`src/rtl/viterbi_pkg.sv`:
```
// Shared types and helpers for the parameterised Viterbi decoder.
package viterbi_pkg;

    // Frame-level control states of the decoder.
    typedef enum logic [1:0] {
        ST_IDLE  = 2'd0,
        ST_RUN   = 2'd1,
        ST_DRAIN = 2'd2
    } vit_state_t;

    // Even parity (XOR reduction) of a tap-masked register.
    function automatic logic parity_f(input logic [31:0] vec);
        return ^vec;
    endfunction

    // Branch metric width: two distances of at most 2^SOFT_W-1 each.
    function automatic int bm_width_f(input int soft_w);
        return soft_w + 32'sd1;
    endfunction

    // Path metric width, with headroom over the normalised metric spread.
    function automatic int pm_width_f(input int soft_w, input int k);
        return soft_w + 32'sd1 + $clog2(k) + 32'sd1;
    endfunction

endpackage

```
`src/rtl/viterbi_acs_cell.sv`:
```
// Add-compare-select for one trellis state plus its register-exchange
// survivor update. Purely combinational; the top owns the registers.
module viterbi_acs_cell
    import viterbi_pkg::*;
#(
    parameter int           K        = 3,
    parameter logic [K-1:0] G0       = 3'b111,
    parameter logic [K-1:0] G1       = 3'b101,
    parameter int           SOFT_W   = 1,
    parameter int           TB_DEPTH = 15,
    parameter int           PM_W     = 5,
    parameter int           STATE    = 0
) (
    input  logic [SOFT_W-1:0]   rx0,
    input  logic [SOFT_W-1:0]   rx1,
    input  logic [PM_W-1:0]     pm_a,
    input  logic [PM_W-1:0]     pm_b,
    input  logic [TB_DEPTH-1:0] path_a,
    input  logic [TB_DEPTH-1:0] path_b,
    output logic [PM_W:0]       pm_new,
    output logic [TB_DEPTH-1:0] path_new
);

    localparam int NS     = 32'd1 << (K - 1);
    localparam int BM_W   = bm_width_f(SOFT_W);
    localparam int PRED_A = (STATE * 2) % NS;
    localparam int PRED_B = PRED_A + 1;

    localparam logic [K-2:0] ST_V = (K-1)'(STATE);
    localparam logic [K-2:0] PA_V = (K-1)'(PRED_A);
    localparam logic [K-2:0] PB_V = (K-1)'(PRED_B);
    // Input bit that drives any transition into this state.
    localparam logic         U_V  = ST_V[K-2];

    localparam logic [K-1:0] BR_A = {U_V, PA_V};
    localparam logic [K-1:0] BR_B = {U_V, PB_V};

    // Expected coded bits on each of the two incoming branches.
    localparam logic EA0 = parity_f(32'(G0 & BR_A));
    localparam logic EA1 = parity_f(32'(G1 & BR_A));
    localparam logic EB0 = parity_f(32'(G0 & BR_B));
    localparam logic EB1 = parity_f(32'(G1 & BR_B));

    localparam logic [SOFT_W-1:0] MAXV = {SOFT_W{1'b1}};

    logic [BM_W-1:0] bm_a_s;
    logic [BM_W-1:0] bm_b_s;
    logic [PM_W:0]   cand_a_s;
    logic [PM_W:0]   cand_b_s;

    // Distance from a received sample to the ideal level of an expected bit.
    function automatic logic [BM_W-1:0] dist_f(input logic [SOFT_W-1:0] rx,
                                               input logic exp_bit);
        if (exp_bit) begin
            return {1'b0, MAXV - rx};
        end else begin
            return {1'b0, rx};
        end
    endfunction

    // Branch metrics, candidate sums and the survivor decision (ties to pred A).
    always_comb begin
        bm_a_s   = dist_f(rx0, EA0) + dist_f(rx1, EA1);
        bm_b_s   = dist_f(rx0, EB0) + dist_f(rx1, EB1);
        cand_a_s = {1'b0, pm_a} + {{(PM_W-SOFT_W){1'b0}}, bm_a_s};
        cand_b_s = {1'b0, pm_b} + {{(PM_W-SOFT_W){1'b0}}, bm_b_s};
        if (cand_b_s < cand_a_s) begin
            pm_new   = cand_b_s;
            path_new = {path_b[TB_DEPTH-2:0], U_V};
        end else begin
            pm_new   = cand_a_s;
            path_new = {path_a[TB_DEPTH-2:0], U_V};
        end
    end

endmodule

```
`src/rtl/viterbi_decoder_param.sv`:
```
// Parameterised rate-1/2 Viterbi decoder with register-exchange survivors,
// framed input (i_first / i_last) and zero-tail drain of state 0's path.
module viterbi_decoder_param
    import viterbi_pkg::*;
#(
    parameter int           K        = 3,
    parameter logic [K-1:0] G0       = 3'b111,
    parameter logic [K-1:0] G1       = 3'b101,
    parameter int           SOFT_W   = 1,
    parameter int           TB_DEPTH = 15
) (
    input  logic              i_clk,
    input  logic              i_rst,
    input  logic              i_valid,
    output logic              o_ready,
    input  logic [SOFT_W-1:0] i_sym0,
    input  logic [SOFT_W-1:0] i_sym1,
    input  logic              i_first,
    input  logic              i_last,
    output logic              o_valid,
    output logic              o_bit,
    output logic              o_last
);

    localparam int NS    = 32'd1 << (K - 1);
    localparam int PM_W  = pm_width_f(SOFT_W, K);
    localparam int CNT_W = $clog2(TB_DEPTH + 1);

    localparam logic [PM_W-1:0]  PM_MAX   = {PM_W{1'b1}};
    localparam logic [CNT_W-1:0] CNT_ZERO = {CNT_W{1'b0}};
    localparam logic [CNT_W-1:0] CNT_ONE  = {{(CNT_W-1){1'b0}}, 1'b1};
    localparam logic [CNT_W-1:0] CNT_FULL = CNT_W'(TB_DEPTH);

    vit_state_t state_r;
    vit_state_t state_nx_s;

    logic [PM_W-1:0]     pm_r       [NS];
    logic [TB_DEPTH-1:0] path_r     [NS];
    logic [PM_W-1:0]     pm_src_s   [NS];
    logic [TB_DEPTH-1:0] path_src_s [NS];
    logic [PM_W:0]       acs_pm_s   [NS];
    logic [TB_DEPTH-1:0] acs_path_s [NS];
    logic [PM_W:0]       norm_s     [NS];
    logic [PM_W-1:0]     pm_nx_s    [NS];
    logic [PM_W:0]       min_new_s;
    logic [PM_W-1:0]     best_pm_s;

    logic [CNT_W-1:0] cnt_r;
    logic [CNT_W-1:0] cnt_nx_s;
    logic [CNT_W-1:0] drain_cnt_r;

    logic take_s;
    logic start_s;
    logic emit_run_s;
    logic emit_drain_s;
    logic run_bit_s;
    logic drain_bit_s;

    logic ready_r;
    logic valid_r;
    logic bit_r;
    logic last_r;

    assign o_ready = ready_r;
    assign o_valid = valid_r;
    assign o_bit   = bit_r;
    assign o_last  = last_r;

    // Frame control: symbol acceptance, emit decisions and next FSM state.
    always_comb begin
        take_s       = i_valid && ready_r && ((state_r == ST_RUN) || i_first);
        start_s      = take_s && i_first;
        emit_run_s   = take_s && !i_first && (state_r == ST_RUN) && (cnt_r == CNT_FULL);
        emit_drain_s = (state_r == ST_DRAIN) && (drain_cnt_r != CNT_ZERO);
        state_nx_s   = state_r;
        case (state_r)
            ST_IDLE, ST_RUN: begin
                if (take_s) begin
                    if (i_last) begin
                        state_nx_s = ST_DRAIN;
                    end else begin
                        state_nx_s = ST_RUN;
                    end
                end else begin
                    state_nx_s = state_r;
                end
            end
            ST_DRAIN: begin
                if (drain_cnt_r <= CNT_ONE) begin
                    state_nx_s = ST_IDLE;
                end else begin
                    state_nx_s = ST_DRAIN;
                end
            end
            default: state_nx_s = ST_IDLE;
        endcase
    end

    // Symbols accepted in the current frame, saturating at the survivor depth.
    always_comb begin
        cnt_nx_s = cnt_r;
        if (start_s) begin
            cnt_nx_s = CNT_ONE;
        end else if (take_s && (cnt_r != CNT_FULL)) begin
            cnt_nx_s = cnt_r + CNT_ONE;
        end else begin
            cnt_nx_s = cnt_r;
        end
    end

    // ACS inputs: a frame start sees freshly initialised metrics and empty paths.
    always_comb begin
        for (int i = 0; i < NS; i++) begin
            if (start_s) begin
                pm_src_s[i]   = (i == 0) ? {PM_W{1'b0}} : PM_MAX;
                path_src_s[i] = {TB_DEPTH{1'b0}};
            end else begin
                pm_src_s[i]   = pm_r[i];
                path_src_s[i] = path_r[i];
            end
        end
    end

    for (genvar g = 0; g < NS; g++) begin : g_acs
        localparam int PA = (g * 2) % NS;
        viterbi_acs_cell #(
            .K        (K),
            .G0       (G0),
            .G1       (G1),
            .SOFT_W   (SOFT_W),
            .TB_DEPTH (TB_DEPTH),
            .PM_W     (PM_W),
            .STATE    (g)
        ) u_acs_cell (
            .rx0      (i_sym0),
            .rx1      (i_sym1),
            .pm_a     (pm_src_s[PA]),
            .pm_b     (pm_src_s[PA+1]),
            .path_a   (path_src_s[PA]),
            .path_b   (path_src_s[PA+1]),
            .pm_new   (acs_pm_s[g]),
            .path_new (acs_path_s[g])
        );
    end

    // Normalise new metrics by the minimum; clamp states still unreached.
    always_comb begin
        min_new_s = acs_pm_s[0];
        for (int i = 1; i < NS; i++) begin
            if (acs_pm_s[i] < min_new_s) begin
                min_new_s = acs_pm_s[i];
            end else begin
                min_new_s = min_new_s;
            end
        end
        for (int i = 0; i < NS; i++) begin
            norm_s[i] = acs_pm_s[i] - min_new_s;
            if (norm_s[i] > {1'b0, PM_MAX}) begin
                pm_nx_s[i] = PM_MAX;
            end else begin
                pm_nx_s[i] = norm_s[i][PM_W-1:0];
            end
        end
    end

    // Oldest survivor bit of the best state (lowest index wins ties).
    always_comb begin
        best_pm_s = pm_r[0];
        run_bit_s = path_r[0][TB_DEPTH-1];
        for (int i = 1; i < NS; i++) begin
            if (pm_r[i] < best_pm_s) begin
                best_pm_s = pm_r[i];
                run_bit_s = path_r[i][TB_DEPTH-1];
            end else begin
                best_pm_s = best_pm_s;
            end
        end
    end

    // Drain bit: state 0's survivor read from its oldest valid position down.
    always_comb begin
        drain_bit_s = 1'b0;
        for (int i = 0; i < TB_DEPTH; i++) begin
            if (CNT_W'(i) == (drain_cnt_r - CNT_ONE)) begin
                drain_bit_s = path_r[0][i];
            end else begin
                drain_bit_s = drain_bit_s;
            end
        end
    end

    // FSM state register.
    always_ff @(posedge i_clk) begin
        if (i_rst) begin
            state_r <= ST_IDLE;
        end else begin
            state_r <= state_nx_s;
        end
    end

    // Path metrics and survivors advance once per accepted symbol.
    always_ff @(posedge i_clk) begin
        if (i_rst) begin
            for (int i = 0; i < NS; i++) begin
                pm_r[i]   <= (i == 0) ? {PM_W{1'b0}} : PM_MAX;
                path_r[i] <= {TB_DEPTH{1'b0}};
            end
        end else if (take_s) begin
            for (int i = 0; i < NS; i++) begin
                pm_r[i]   <= pm_nx_s[i];
                path_r[i] <= acs_path_s[i];
            end
        end
    end

    // Frame symbol count and remaining drain bits.
    always_ff @(posedge i_clk) begin
        if (i_rst) begin
            cnt_r       <= CNT_ZERO;
            drain_cnt_r <= CNT_ZERO;
        end else begin
            cnt_r <= cnt_nx_s;
            if (take_s && i_last) begin
                drain_cnt_r <= cnt_nx_s;
            end else if (emit_drain_s) begin
                drain_cnt_r <= drain_cnt_r - CNT_ONE;
            end
        end
    end

    // Registered handshake and decoded-bit outputs.
    always_ff @(posedge i_clk) begin
        if (i_rst) begin
            ready_r <= 1'b1;
            valid_r <= 1'b0;
            bit_r   <= 1'b0;
            last_r  <= 1'b0;
        end else begin
            ready_r <= (state_nx_s != ST_DRAIN);
            valid_r <= emit_run_s || emit_drain_s;
            if (emit_run_s) begin
                bit_r <= run_bit_s;
            end else if (emit_drain_s) begin
                bit_r <= drain_bit_s;
            end else begin
                bit_r <= 1'b0;
            end
            last_r <= emit_drain_s && (drain_cnt_r == CNT_ONE);
        end
    end

endmodule

```
`config.mk`:
```
export PLATFORM = sky130hd
export DESIGN_NAME = viterbi_decoder_param
export DESIGN_NICKNAME = d
export VERILOG_FILES = /design/src/rtl/viterbi_pkg.sv /design/src/rtl/viterbi_acs_cell.sv /design/src/rtl/viterbi_decoder_param.sv
export SDC_FILE = /design/constraint.sdc
export NUM_CORES = 1
export LEC_CHECK = 0
export BUFFER_PORTS_ARGS = -buffer_cell sky130_fd_sc_hd__clkbuf_2
export CELL_PAD_IN_SITES_DETAIL_PLACEMENT = 0
export CELL_PAD_IN_SITES_GLOBAL_PLACEMENT = 1
export CORE_MARGIN = 10
export CORE_UTILIZATION = 46
export CTS_CLUSTER_DIAMETER = 60
export DETAILED_ROUTE_END_ITERATION = 6
export MAX_ROUTING_LAYER = met4
export PLACE_DENSITY = 0.86
export RECOVER_POWER = 50
export SETUP_SLACK_MARGIN = 0.1
export SKIP_LAST_GASP = 1
export SLEW_MARGIN = 20
export SYNTH_ARGS = -nofsm -noshare
export SYNTH_HDL_FRONTEND = slang
export SYNTH_SLANG_ARGS = --single-unit
```
`constraint.sdc`:
```
create_clock -name i_clk -period 11.13 [get_ports i_clk]
set_clock_uncertainty 0.2 [all_clocks]
set_input_delay 1.113 -clock i_clk [delete_from_list [all_inputs] [get_ports i_clk]]
set_output_delay 1.113 -clock i_clk [all_outputs]
set_load 0.03 [all_outputs]
```
Yosys cells after proc, flatten, opt, wreduce, memory -nomap -nowiden
Memory sizes are Yosys's and may differ from the RTL's.
Cells that the tools add are included.
Widths: inputs -> output; s select.
- $add $sub $neg: 20
- magnitude comparators: 15
- bitwise logic cells: 8
- reduce and logical (&&, ||, !) cells: 18
- eq/ne operators: 20
- multiplexer cells: 66
- operator list (operator ; count):
    $mux 15 ; 8
    $mux 5 ; 14
    $mux 14 ; 4
    $add 5x2->6 ; 8
    $lt 6x6->1 ; 7
    $mux 6 ; 7
    $eq 4x4->1 const A ; 7
    $mux 1 ; 25
    $gt 6x5->1 const B ; 4
    $sub 6x6->6 ; 4
    $eq 3x4->1 const A ; 4
    $mux 4 ; 4
    $lt 5x5->1 ; 3
    $logic_and 1x1->1 ; 10
    $add 1x1->2 ; 4
    $eq 2x4->1 const A ; 2
    $or 1x1->1 ; 8
    $mux 2 ; 3
    $add 4x1->4 const B ; 1
    $eq 1x4->1 const A ; 1
    $eq 4x1->1 const B ; 1
    $eq 4x4->1 const B ; 1
    $le 4x1->1 const B ; 1
    $logic_not 4->1 ; 1
    13 further kinds ; 15
- input port bits: 7
- word-level logic and storage cells: 156
- memories kept: 2
- RAM bits: 80
- flip-flop bits (word level): 14
- output and inout port bits: 4
- memory list (name ; words ; width ; rd ports ; clocked after Yosys merged registers in ; wr ports ; line ; text):
    path_r ; 4 ; 15 ; 4 ; 0 ; 4 ; viterbi_decoder_param.sv:38 ; logic [TB_DEPTH-1:0] path_r [NS];
    pm_r ; 4 ; 5 ; 4 ; 0 ; 4 ; viterbi_decoder_param.sv:37 ; logic [PM_W-1:0] pm_r [NS];

Logic depth before layout (Yosys ltp)
- word-level depth: 19
- gate-level depth with buffers: 52
- gate-level depth less buffers: 44

Hierarchy
Synthesis repeated with hierarchy kept, for this count alone.
- cells, all modules: 970
- area total of the unflattened synthesis: 9208.8 um^2
- by module, submodules not included (module ; area an instance (um^2) ; instances ; sequential area each (um^2) ; cells an instance):
    viterbi_decoder_param ; 6864.1 ; 1 ; 2682.6 ; 720
    viterbi_acs_cell at g_acs[3].u_acs_cell ; 605.6 ; 1 ; 0.0 ; 63
    viterbi_acs_cell at g_acs[0].u_acs_cell ; 596.8 ; 1 ; 0.0 ; 61
    viterbi_acs_cell at g_acs[2].u_acs_cell ; 571.8 ; 1 ; 0.0 ; 63
    viterbi_acs_cell at g_acs[1].u_acs_cell ; 570.5 ; 1 ; 0.0 ; 63

Worst setup path before layout
Ideal clock, no wire load.
- kind: input-to-reg
- from: input i_valid
- to: memory pm_r[3][2] (data pin)
- data arrival time: 10.935 ns
- path buffers: 10
- data required time: 10.652 ns
- setup time: 0.278 ns
- setup slack: -0.283 ns
- cell stages on the path: 50
- path through: nand3_1 > buf_2 > buf_1 > clkbuf_1 > nand2b_1 > ha_1 > fa_1 > clkbuf_1 > xnor2_1 > ha_1 > nand2_1 > o21a_1 > o21a_1 > nand3b_1 > o21bai_1 > buf_2 > mux2_2 > inv_1 > [14 not listed] > clkbuf_1 > nor2_1 > a21oi_1 > ha_1 > nor2b_1 > nor2_1 > a41o_1 > a31o_2 > o21a_2 > buf_2 > mux2i_1 > ha_1 > inv_1 > o22ai_1 > a21oi_1 > o221ai_1 > and3_1 > o211ai_1
- RTL lines (what ; line ; text):
    start, declared ; viterbi_decoder_param.sv:14 ; input logic i_valid,
    end, declared ; viterbi_decoder_param.sv:37 ;

==> impl_metrics.py <==
metrics = {
    "flow_run": {
        "max_cap_viol_count": 1,
    },
    "cts": {
        "clkSinkCount": 90,
        "root_buffer": "clkbuf_16",
        "clkLatencyLatePin_ns": 0.35,
        "clockBufferDepth": 2,
        "clkTransAtPathRegs_ns": 0.06,
        "htree_num_levels": 3,
        "cts_buffers": 9,
        "hold_buffers": 0,
        "tritoncts": "built",
    },
    "placement": {
        "io_buffers": 10,
        "gp_congestion": 1.01,
        "place_inst": 1172,
        "dp_slack_ns": 0.0499,
        "dp_hpwl_mm": 16.5,
    },
    "layout": {
        "stdcell_count": 1189,
        "num_antenna_cells": 0,
        "layout_common_cells": "122 x nor2_1, 77 x mux2i_1, 75 x edfxtp_1",
        "multiInputGateArea_sq_um": 5580,
        "final_common_cell": "nor2_1",
        "fillers": 1672,
        "syn_to_final_growth_pct": 7.94,
        "drive_gt1_frac": 0.103,
        "nets": 1038,
        "seq_area_sq_um": 2550,
    },
    "timing": {
        "max_freq_mhz": 95.5,
        "fin_ws_ns": 0.658,
        "finalCritPeriodShare": 0.941,
        "finalHoldViolCount": 0,
        "tns_ns": 0,
        "fin_crit_ns": 10.47,
        "worstMarginPinSlew_ns": 3.43,
        "slew_headroom": -1.28,
        "rsz0062_at_grt": "no",
        "slew_violations": 76,
        "whs_ns": 0.313,
        "setup-violations-final": 0,
    },
    "detailed_routing": {
        "wl_met2_mm": 9.59,
        "ant_nets": 0,
        "drtIter0Drc": 460,
        "wl_per_cell_microns": 17.9,
        "top_layer": "met4",
        "vias": 7087,
        "first_pass_iters": 5,
        "drt-met1-wl_mm": 10.4,
        "wl_mm": 21.3,
        "vias_per_cell": 5.96,
        "wl_met3_microns": 953,
        "drc_errors": 0,
    },
    "logic_synthesis": {
        "synth_seq_cells": 90,
        "synth_fp_nets": 1035,
        "synthCells": 952,
        "synthAdderAreaFrac": 0.126,
        "yosys_warnings": 0,
        "synth_compound_area_frac": 0.200,
        "synth-main-ff-cell": "edfxtp_1",
        "synth-simple-area-share": 0.171,
        "synth_mux_area_frac": 0.114,
        "synth_edf_count": 75,
        "synth_top_family_by_area": "compound AO/OA/AOI/OAI gates",
        "syn_area_sq_um": 8490,
        "synth_xor_area_frac": 0.0392,
        "yosysUniqueCellTypes": 83,
        "yosysSeqAreaShare": 0.300,
        "synth_area_per_cell_sq_um": 8.92,
        "async_reset_ff_frac": 0,
    },
    "floorplan": {
        "dieArea_sq_um": 24300,
        "ios": 11,
        "row_count": 49,
        "core_sq_um": 18100,
        "die_w_microns": 156,
        "die-height_microns": 156,
        "start_util": 0.470,
    },
    "global_routing": {
        "grt_pass1_wl_mm": 34.9,
        "grt_usage": 0.181,
        "overflow": 0,
        "grt_start_max_net_pins": 76,
        "grt_pass1_vias": 6772,
        "antenna_found_initial": 0,
    },
    "critical_path": {
        "slowest_stage": "fa_1",
        "cp_common_cell": "ha_1",
        "cp.required_ns": 10.99,
        "reg2reg_to": "pm_r[3][2]",
        "cpPeakStageDelay_ns": 0.47,
        "r2r_setup_slack_ns": 1.26,
        "start_kind": "input port",
        "arrival_ns": 10.34,
        "endpoint_kind": "flop",
        "timing.reg2reg.worst_path_depth": 41,
        "critPathTopFamily": "compound AO/OA/AOI/OAI gates",
        "critPathMaxFanout": 13,
        "reg2reg_from": "o_ready",
        "critPathKind": "in2reg",
        "cp.buffers_inverters": 8,
    },
    "worst_hold_path": {
        "hold_start": "path_r[0][30]",
        "hp-class": "reg2reg",
        "min_to": "path_r[0][30]",
        "hold_depth": 2,
    },
    "run_status": {
        "violations": "capacitance limit, slew limit",
        "status": "finished, violations left",
    },
}
==> timing repair <==
item	CTS	global route
buffers inserted	0	1
setup endpoints to repair	0	20
gates resized for setup	0	7
endpoints found under the hold margin	0	0
==> metrics by stage <==
step,util,area [sq um]
3_3_place_gp,0.489,8850
6_report,0.507,9170
5_1_grt,0.507,9170
4_1_cts,0.506,9150
3_5_place_dp,0.489,8850
2_1_floorplan,-,8510
==> cell usage after synthesis, types with 7 or more instances <==
cell,n,share of area
ha_1,70,0.10
inv_1,61,0.027
a21oi_1,59,0.035
or2_2,7,0.0052
a21o_1,18,0.016
o21a_1,12,0.011
nor3_1,13,0.0077
a31oi_1,7,0.0052
xnor2_1,28,0.029
nand4_1,7,0.0052
nor2_1,122,0.054
a211oi_1,7,0.0062
o211ai_1,16,0.014
nand2b_1,17,0.013
nand3_1,23,0.014
xor2_1,10,0.010
nor2b_1,11,0.0081
mux2_2,9,0.012
clkbuf_1,26,0.011
dfxtp_1,15,0.035
and3_1,12,0.0088
edfxtp_1,75,0.27
buf_2,7,0.0041
nand2_1,68,0.030
o21ai_0,29,0.017
mux2i_1,79,0.093
==> worst max path at each step <==
stage,from,end,slack (ns),depth (start not counted)
final,i_sym0,pm_r[3][2],0.66,42
after global routing,i_sym0,pm_r[3][2],0.10,44
after CTS,i_sym0,pm_r[3][2],0.41,43
after detailed placement,i_sym0,pm_r[3][0],0.05,43
after global placement,i_sym0,pm_r[3][2],0.37,43
after floorplan,i_valid,pm_r[3][2],0.10,50
==> cells by family (layout without fill, tap and decap cells) <==
logic type	Yosys count	count (layout)
mux	93	93
compound gates	236	236
fa+ha+maj	83	83
buf+inv	104	112
simple gates	308	308
xor+xnor	38	38
flops	90	90
==> routing by layer <==
| metal | global-route usage | vias up |
|---|---|---|
| li1 | - | 3497 |
| met1 | 0.244 | 3396 |
| met2 | 0.274 | 159 |
| met3 | 0.0265 | 35 |
| met4 | 0.0558 | 0 |
| met5 | - | - |
==> registers in the layout, indices dropped and copies added, names as in the netlist <==
| signal | count |
|---|---|
| o_valid | 1 |
| pm_r | 20 |
| cnt_r | 4 |
| o_bit | 1 |
| state_r | 2 |
| drain_cnt_r | 4 |
| o_ready | 1 |
| o_last | 1 |
| path_r | 56 |
==> final cells by class <==
cell class,instances,area share
clock inverters,6,0.00805
multi-input cells,758,0.608
inverters,62,0.0254
well taps,229,0.0313
clock buffers,10,0.0250
repair buffers,34,0.0236
flip-flops and latches,90,0.278
==> worst register-to-register path: cells and delay by family, from the launching register on <==
kind	cells	cell delay [ns]
DFF	1	0.38
xor gates and xnor gates	1	0.19
buffers and inverters	6	0.83
muxes	4	1.12
AOI/OAI and AO/OA	15	3.09
and+or+nand+nor	9	1.93
adders and majority gates	6	1.85
Power is not shown: default switching activity piles up to over one toggle a cycle in this logic, so the estimate is an artifact.
